$ cat config.mk
export PLATFORM = sky130hd
export DESIGN_NAME = mem_access_ctrl_flat
export DESIGN_NICKNAME = d
export VERILOG_FILES = /design/src/rtl/mem_access_ctrl_if.sv /design/src/rtl/mem_access_ctrl.sv /design/src/flat_wrapper.sv
export SDC_FILE = /design/constraint.sdc
export NUM_CORES = 1
export LEC_CHECK = 0
export BUFFER_PORTS_ARGS = -buffer_cell sky130_fd_sc_hd__buf_2
export CORE_ASPECT_RATIO = 0.6
export CORE_MARGIN = 8
export CORE_UTILIZATION = 49
export CTS_CLUSTER_SIZE = 10
export DETAILED_ROUTE_END_ITERATION = 10
export GPL_TIMING_DRIVEN = 0
export MAX_ROUTING_LAYER = met4
export PLACE_DENSITY_LB_ADDON = 0.3
export RECOVER_POWER = 50
export SYNTH_ARGS = -nofsm -noshare
export SYNTH_HDL_FRONTEND = slang
export SYNTH_SLANG_ARGS = --single-unit
$ cat constraint.sdc
create_clock -name clk -period 1.9 [get_ports clk]
set_clock_uncertainty 0.2 [all_clocks]
set_input_delay 0.19 -clock clk [delete_from_list [all_inputs] [get_ports clk]]
set_output_delay 0.19 -clock clk [all_outputs]
set_load 0.02 [all_outputs]
$ cat src/rtl/mem_access_ctrl_if.sv
// mem_access_ctrl bus bundle: control-unit request side plus
// external memory side, grouped for the sequencer and its driver.
interface mem_access_ctrl_if #(
  parameter int ADDR_W = 16,
  parameter int DATA_W = 16
);
  logic              Mem_Req;
  logic              Mem_WE;
  logic [ADDR_W-1:0] MAR_Addr;
  logic [DATA_W-1:0] MDR_Data_In;
  logic [DATA_W-1:0] MDR_Data_Load;
  logic              MDR_Load_En;
  logic              Mem_Busy;
  logic              Mem_Done;
  logic              Mem_Err;
  logic [ADDR_W-1:0] Mem_Addr;
  logic [DATA_W-1:0] Mem_Wdata;
  logic [DATA_W-1:0] Mem_Rdata;
  logic              Mem_CS;
  logic              Mem_RW;
  logic              Mem_Ready;

  modport slave (
    input  Mem_Req, Mem_WE, MAR_Addr, MDR_Data_In,
    input  Mem_Rdata, Mem_Ready,
    output MDR_Data_Load, MDR_Load_En, Mem_Busy,
    output Mem_Done, Mem_Err, Mem_Addr, Mem_Wdata,
    output Mem_CS, Mem_RW
  );

  modport master (
    output Mem_Req, Mem_WE, MAR_Addr, MDR_Data_In,
    output Mem_Rdata, Mem_Ready,
    input  MDR_Data_Load, MDR_Load_En, Mem_Busy,
    input  Mem_Done, Mem_Err, Mem_Addr, Mem_Wdata,
    input  Mem_CS, Mem_RW
  );
endinterface

$ cat src/rtl/mem_access_ctrl.sv
// mem_access_ctrl: single-word MAR/MDR memory access sequencer.
// Define MEM_TIMEOUT_EN to add the not-ready timeout and ERR state.
module mem_access_ctrl #(
  parameter int ADDR_W  = 16,
  parameter int DATA_W  = 16,
  parameter int TIMEOUT = 15
) (
  input logic              clk,
  input logic              rst,
  mem_access_ctrl_if.slave bus
);

`ifdef MEM_TIMEOUT_EN
  typedef enum logic [1:0] {
    IDLE, ACCESS, DONE, ERR
  } state_t;

  localparam int CNT_W = $clog2(TIMEOUT + 1);

  logic [CNT_W-1:0] cnt_q;
  logic             tmo;
`else
  typedef enum logic [1:0] {
    IDLE, ACCESS, DONE
  } state_t;

  logic unused_tmo;
  assign unused_tmo = (TIMEOUT > 0);
`endif

  state_t            state_q;
  state_t            state_d;
  logic              we_q;
  logic [ADDR_W-1:0] addr_q;
  logic [DATA_W-1:0] wdata_q;
  logic [DATA_W-1:0] rdata_q;
  logic              ready;
  logic              in_idle;
  logic              in_acc;

  assign ready   = bus.Mem_Ready;
  assign in_idle = (state_q == IDLE);
  assign in_acc  = (state_q == ACCESS);

`ifdef MEM_TIMEOUT_EN
  assign tmo = !ready &&
               (cnt_q == CNT_W'(TIMEOUT - 1));
`endif

  // next-state decode; ready beats the terminal count
  always_comb begin
    state_d = state_q;
    unique case (state_q)
      IDLE: begin
        if (bus.Mem_Req) state_d = ACCESS;
      end
      ACCESS: begin
        if (ready) state_d = DONE;
`ifdef MEM_TIMEOUT_EN
        else if (tmo) state_d = ERR;
`endif
      end
      DONE:    state_d = IDLE;
`ifdef MEM_TIMEOUT_EN
      ERR:     state_d = IDLE;
`endif
      default: state_d = IDLE;
    endcase
  end

  // state register; reset drops any access in flight
  always_ff @(posedge clk) begin
    if (rst) state_q <= IDLE;
    else     state_q <= state_d;
  end

  // capture the request so the memory side stays stable
  always_ff @(posedge clk) begin
    if (rst) begin
      we_q    <= 1'b0;
      addr_q  <= '0;
      wdata_q <= '0;
    end else if (in_idle && bus.Mem_Req) begin
      we_q    <= bus.Mem_WE;
      addr_q  <= bus.MAR_Addr;
      wdata_q <= bus.MDR_Data_In;
    end
  end

  // read data held until the next successful read
  always_ff @(posedge clk) begin
    if (rst)
      rdata_q <= '0;
    else if (in_acc && ready && !we_q)
      rdata_q <= bus.Mem_Rdata;
  end

`ifdef MEM_TIMEOUT_EN
  // not-ready cycle count, cleared while idle
  always_ff @(posedge clk) begin
    if (rst)
      cnt_q <= '0;
    else if (in_idle)
      cnt_q <= '0;
    else if (in_acc && !ready)
      cnt_q <= cnt_q + 1'b1;
  end

  assign bus.Mem_Err = (state_q == ERR);
  assign bus.Mem_Done = (state_q == DONE) ||
                        (state_q == ERR);
`else
  assign bus.Mem_Err  = 1'b0;
  assign bus.Mem_Done = (state_q == DONE);
`endif

  assign bus.Mem_CS        = in_acc;
  assign bus.Mem_Busy      = !in_idle;
  assign bus.MDR_Load_En   = (state_q == DONE) && !we_q;
  assign bus.MDR_Data_Load = rdata_q;
  assign bus.Mem_Addr      = addr_q;
  assign bus.Mem_Wdata     = wdata_q;
  assign bus.Mem_RW        = we_q;

endmodule

$ cat src/flat_wrapper.sv
// flat-port wrapper written by rule: the top's interface ports become plain ports
module mem_access_ctrl_flat 
#(
  parameter int ADDR_W  = 16,
  parameter int DATA_W  = 16,
  parameter int TIMEOUT = 15
)
  (clk, rst, bus_Mem_Req, bus_Mem_WE, bus_MAR_Addr, bus_MDR_Data_In, bus_Mem_Rdata, bus_Mem_Ready, bus_MDR_Data_Load, bus_MDR_Load_En, bus_Mem_Busy, bus_Mem_Done, bus_Mem_Err, bus_Mem_Addr, bus_Mem_Wdata, bus_Mem_CS, bus_Mem_RW);
  mem_access_ctrl_if #(.ADDR_W(ADDR_W), .DATA_W(DATA_W)) bus_i ();
  input logic clk;
  input logic rst;
  input wire logic [$bits(bus_i.Mem_Req)-1:0] bus_Mem_Req;
  input wire logic [$bits(bus_i.Mem_WE)-1:0] bus_Mem_WE;
  input wire logic [$bits(bus_i.MAR_Addr)-1:0] bus_MAR_Addr;
  input wire logic [$bits(bus_i.MDR_Data_In)-1:0] bus_MDR_Data_In;
  input wire logic [$bits(bus_i.Mem_Rdata)-1:0] bus_Mem_Rdata;
  input wire logic [$bits(bus_i.Mem_Ready)-1:0] bus_Mem_Ready;
  output wire logic [$bits(bus_i.MDR_Data_Load)-1:0] bus_MDR_Data_Load;
  output wire logic [$bits(bus_i.MDR_Load_En)-1:0] bus_MDR_Load_En;
  output wire logic [$bits(bus_i.Mem_Busy)-1:0] bus_Mem_Busy;
  output wire logic [$bits(bus_i.Mem_Done)-1:0] bus_Mem_Done;
  output wire logic [$bits(bus_i.Mem_Err)-1:0] bus_Mem_Err;
  output wire logic [$bits(bus_i.Mem_Addr)-1:0] bus_Mem_Addr;
  output wire logic [$bits(bus_i.Mem_Wdata)-1:0] bus_Mem_Wdata;
  output wire logic [$bits(bus_i.Mem_CS)-1:0] bus_Mem_CS;
  output wire logic [$bits(bus_i.Mem_RW)-1:0] bus_Mem_RW;
  assign bus_i.Mem_Req = bus_Mem_Req;
  assign bus_i.Mem_WE = bus_Mem_WE;
  assign bus_i.MAR_Addr = bus_MAR_Addr;
  assign bus_i.MDR_Data_In = bus_MDR_Data_In;
  assign bus_i.Mem_Rdata = bus_Mem_Rdata;
  assign bus_i.Mem_Ready = bus_Mem_Ready;
  assign bus_MDR_Data_Load = bus_i.MDR_Data_Load;
  assign bus_MDR_Load_En = bus_i.MDR_Load_En;
  assign bus_Mem_Busy = bus_i.Mem_Busy;
  assign bus_Mem_Done = bus_i.Mem_Done;
  assign bus_Mem_Err = bus_i.Mem_Err;
  assign bus_Mem_Addr = bus_i.Mem_Addr;
  assign bus_Mem_Wdata = bus_i.Mem_Wdata;
  assign bus_Mem_CS = bus_i.Mem_CS;
  assign bus_Mem_RW = bus_i.Mem_RW;
  mem_access_ctrl #(.ADDR_W(ADDR_W), .DATA_W(DATA_W), .TIMEOUT(TIMEOUT)) u_core (.clk(clk), .rst(rst), .bus(bus_i));
endmodule
# == Word-level counts from Yosys, hierarchy flattened ==
# Cells that the tools add are included.
# totals
register_bits,51
latchBits,0
ramBits,0
rom_bits,0
input_bits,53
wordCells,20
memories,0
# classes
n_addsub,0
multipliers,0
div,0
n_lt_le_gt_ge,0
eq_ne,4
shifts,0
mux,3
n_bitwise,0
n_reduce_logical,8
# op_table
op,n
$logic_and 1x1->1,4
$mux 2,2
$ne 2x2->1 const B,2
$pmux 2 s2,1
$eq 2x1->1 const B,1
$eq 2x2->1 const B,1
$logic_not 1->1,2
$logic_not 2->1,1
$reduce_and 2->1,1

# == Longest topological paths before layout ==
# logic_depth
depth_word,3
mapped_depth,4
ltp_nobuf,2

# == Worst setup path before layout ==
# Ideal clock, no wire load.
# synth_timing
path_type,reg2out
start,reg u_core.state_q[1]
end,out bus_MDR_Load_En
arrival_time_ns,1.128
slack_ns,0.382
stages_incl_launch_ff,3
path_buffers,0
path_cell_list,dfxtp_1 nor2b_1 nor2b_1
# synth_via
elab_chain_len,2
# synth_lines
element,line_no,source
from (decl),mem_access_ctrl.sv:31,state_t state_q;
from (signal assigned),mem_access_ctrl.sv:74,else state_q <= state_d;
$eq 2x2->1,-,
named net bus_Mem_Done,flat_wrapper.sv:21,output wire logic [$bits(bus_i.Mem_Done)-1:0] bus_Mem_Done;
$logic_and 1x1->1,mem_access_ctrl.sv:119,assign bus.MDR_Load_En = (state_q == DONE) && !we_q;
to (decl),flat_wrapper.sv:19,output wire logic [$bits(bus_i.MDR_Load_En)-1:0] bus_MDR_Load_En;
# The timed path passes the listed nets, and every way through them passes these cells.

# == Worst setup path in the final report ==
# layout_timing
start,reg u_core.state_q[1]
end,out bus_MDR_Load_En
# layout_via
elab_chain_len,2
# layout_lines
element,line_no
$eq 2x2->1,mem_access_ctrl.sv:119
$logic_and 1x1->1,mem_access_ctrl.sv:119
# Every way passes these cells.

==> run summary <==
• **total number of placement rows** 19
• **static leakage power** 0.00144 uW
• **clock transition at the registers of the reported paths** 0.09 ns
• **Final Wtd Congestion** 0.708
• **Hold EP** u_core.bus.Mem_RW$_SDFFE_PP0P_
• **delay of the slowest cell on the worst path** 0.41 ns
• **post-DR vias/cell** 4.58
• **area of the core** 0.00456 mm2
• **via count** 2060
• **maxcap violations** 0
• **overall die area** 0.00727 mm2
• **worst-path cell chain** nor2b_1, nor2b_1, buf_2
• **clock network latency to the later pin of the worst-skew pair** 0.29 ns
• **setup violation total in the final timing report** 0
• **via count of the first global-routing pass** 2294
• **setup tns final** 0 ns
• **total grt overflow** 0
• **peak clock frequency supported by timing** 0.621 GHz
• **share of layout cells above drive strength 1** 0.183
• **post-synthesis sequential element count** 51
• **post-detailed-route count of antenna-violating nets** 0
• **Critical-path top delay cell** dfxtp_1
• **storage element area** 0.00102 mm2
• **post-CTS setup repair buffer count** 0
• **height of the die** 69.3 um
• **antenna diode instance count** 0
• **H-tree levels** 2
• **number of search-and-repair iterations in the first detailed-routing pass** 4
• **Min-Delay Path Class** in2reg
• **global-route wire length before repair** 11100 um
• **detailed router's first-iteration violation count** 69
• **Nets** 440
• **number of DRC violations after detailed routing** 0
• **worst path required time** 1.51 ns
• **overall fraction of global-route tracks in use** 0.190
• **leading cell types in the layout, fill and taps excluded** nand2b_1 (98), clkbuf_1 (60), buf_2 (55)
• **Cell Count, Final, Fillers Out** 450
• **cell total after placement** 393
• **post-route minimum period** 1.61 ns
• **nature of the critical path startpoint** flip-flop
• **end of the worst register-to-register path** u_core.bus.MDR_Data_Load[12]$_SDFFE_PP0P_
• **worst reg2reg setup slack** 0.42 ns
• **most area-hungry cell type in the Yosys netlist** dfxtp_1
• **number of max-slew violations in the final report** 0
• **cell area after synthesis** 0.00232 mm2
• **final routed wire length divided by cell count** 14.8 um
• **fraction of the cycle the final worst path needs** 0.848
• **power per cell area** 670 mW/mm2
• **Final WS setup** 0.289 ns
• **minimum setup slack after placement** 0.465 ns
• **CTS tree** yes
• **number of nets in the synthesized netlist** 279
• **result of the run** finished clean
• **multi-input logic area** 0.00118 mm2
• **hold violation total from the final report** 0
• **signal arrival time at the worst endpoint** 1.22 ns
• **post-detailed-routing wire length** 6650 um
• **Syn-to-layout area delta** 48.5%
• **FF-to-FF path depth** 4
• **number of I/O port buffers** 104
• **CTS Root Cell** clkbuf_8
• **pin count of the biggest net entering global routing** 15
• **width of the die** 105 um
• **clk buf depth** 2
• **top post-synthesis cells by area** dfxtp_1 (44%), nand2b_1 (26%), mux2i_1 (21%), buf_6 (1.9%), clkbuf_1 (1.8%)
• **share of the yosys chip area belonging to registers** 0.440
• **number of standard cells after synthesis** 226
• **number of buffers created by CTS** 5
• **cell mode on critical path** nor2b_1
• **setup repair after global routing missed its margin** false
• **post-detailed-placement half-perimeter wirelength** 4400 um
• **boundary pin count** 107
• **most frequent standard cell in the layout excluding fill and tap cells** nand2b_1
• **biggest fanout along the worst timing path** 6
• **Worst Hold Launch** bus_Mem_Req
• **fill count** 366
• **maximum vdd drop** 0.000515 V
• **count of cells along the worst hold path** 4
• **initial cell density of the core** 0.509
• **total number of yosys warnings** 0
• **distinct cell type count after synthesis** 15
• **fraction of post-synthesis cell area in the top cell type by area** 0.440
• **critical path start-end classification** reg2out
• **Crit Reg-Reg Startpoint** u_core.state_q[1]$_SDFFE_PP0P_
• **average size of a mapped cell** 10.3 um2
• **kind of capture point of the worst setup path** output pin
• **initial antenna violation count** 0
• **clock net sink count** 51
-- metal layers --
metal	routed length (um)	vias up	GRT usage	part of all wire
met5	0	-	-	0
met4	55	0	0.0362	0.0083
met3	440	4	0.0622	0.066
met2	3220	66	0.324	0.48
met1	2940	942	0.213	0.44
li1	-	1048	-	-
-- report_power, final --
group	internal [uW]	switching [uW]	leakage, uW
logic	259	258	0.000972
registers	1130	39.2	0.000418
clock network	287	333	0.0000470
-- cells in the mapped netlist (all sizes together) --
| master | count |
|---|---|
| buf | 7 |
| dfxtp | 51 |
| mux2i | 49 |
| conb | 1 |
| nand2b | 98 |
| nor3b | 2 |
| and2b | 1 |
| o21ba | 1 |
| and4bb | 1 |
| and3b | 1 |
| or2 | 1 |
| clkbuf | 11 |
| nor2b | 2 |
-- sequential cells by signal, summed over array words and instances, names as in the netlist --
signal	flops
u_core.bus.Mem_Addr	16
u_core.bus.MDR_Data_Load	16
u_core.bus.Mem_RW	1
u_core.state_q	2
u_core.bus.Mem_Wdata	16
-- cells by family after synthesis --
family                 Yosys count  synth area share
flip-flops                      51             0.440
other                            1           0.00161
multiplexers                    49             0.211
buffers and inverters           18            0.0523
AO/OA/AOI/OAI                    1           0.00431
AND/OR/NAND/NOR                106             0.291
-- timing repair --
action / in CTS / in global routing
hold buffers: 49 / 1
resized for setup: 0 / 0
setup endpoints to repair: 0 / 0
hold endpoints to repair: 49 / 1
-- worst max-delay path by stage --
stage	start	to
final	u_core.state_q[1]$_SDFFE_PP0P_	bus_MDR_Load_En
after global routing	u_core.state_q[1]$_SDFFE_PP0P_	bus_MDR_Load_En
after CTS	u_core.state_q[1]$_SDFFE_PP0P_	bus_MDR_Load_En
after detailed placement	rst	u_core.bus.Mem_Addr[13]$_SDFFE_PP0P_
after global placement	u_core.state_q[1]$_SDFFE_PP0P_	u_core.bus.Mem_Wdata[1]$_SDFFE_PP0P_
after floorplan	u_core.state_q[1]$_SDFFE_PP0P_	bus_MDR_Load_En
-- layout make-up --
cell class              count  share of cell area
repair buffers            154               0.278
clock inverters             1             0.00145
well taps                  63              0.0229
multi-input cells         157               0.342
plain buffers              18              0.0352
flip-flops and latches     51               0.296
clock buffers               6              0.0239
-- stage by stage --
step	hold slack [ns]	util	instance area (um2)	total power (uW)
floorplan	0.145	-	2320	1480
global placement	0.253	0.640	2920	1640
detailed placement	0.259	0.640	2920	1640
CTS	0.0185	0.767	3500	2330
global route	0.254	0.755	3450	2430
finish	0.252	0.755	3450	2310
-- critical path, delay by kind of cell, from the launching register on --
| family | cells | cell delay [ns] |
|---|---|---|
| buffers and inverters | 1 | 0.18 |
| and+or+nand+nor | 2 | 0.35 |
| DFF | 1 | 0.41 |
Note: power is estimated with default switching activity, not from simulation.
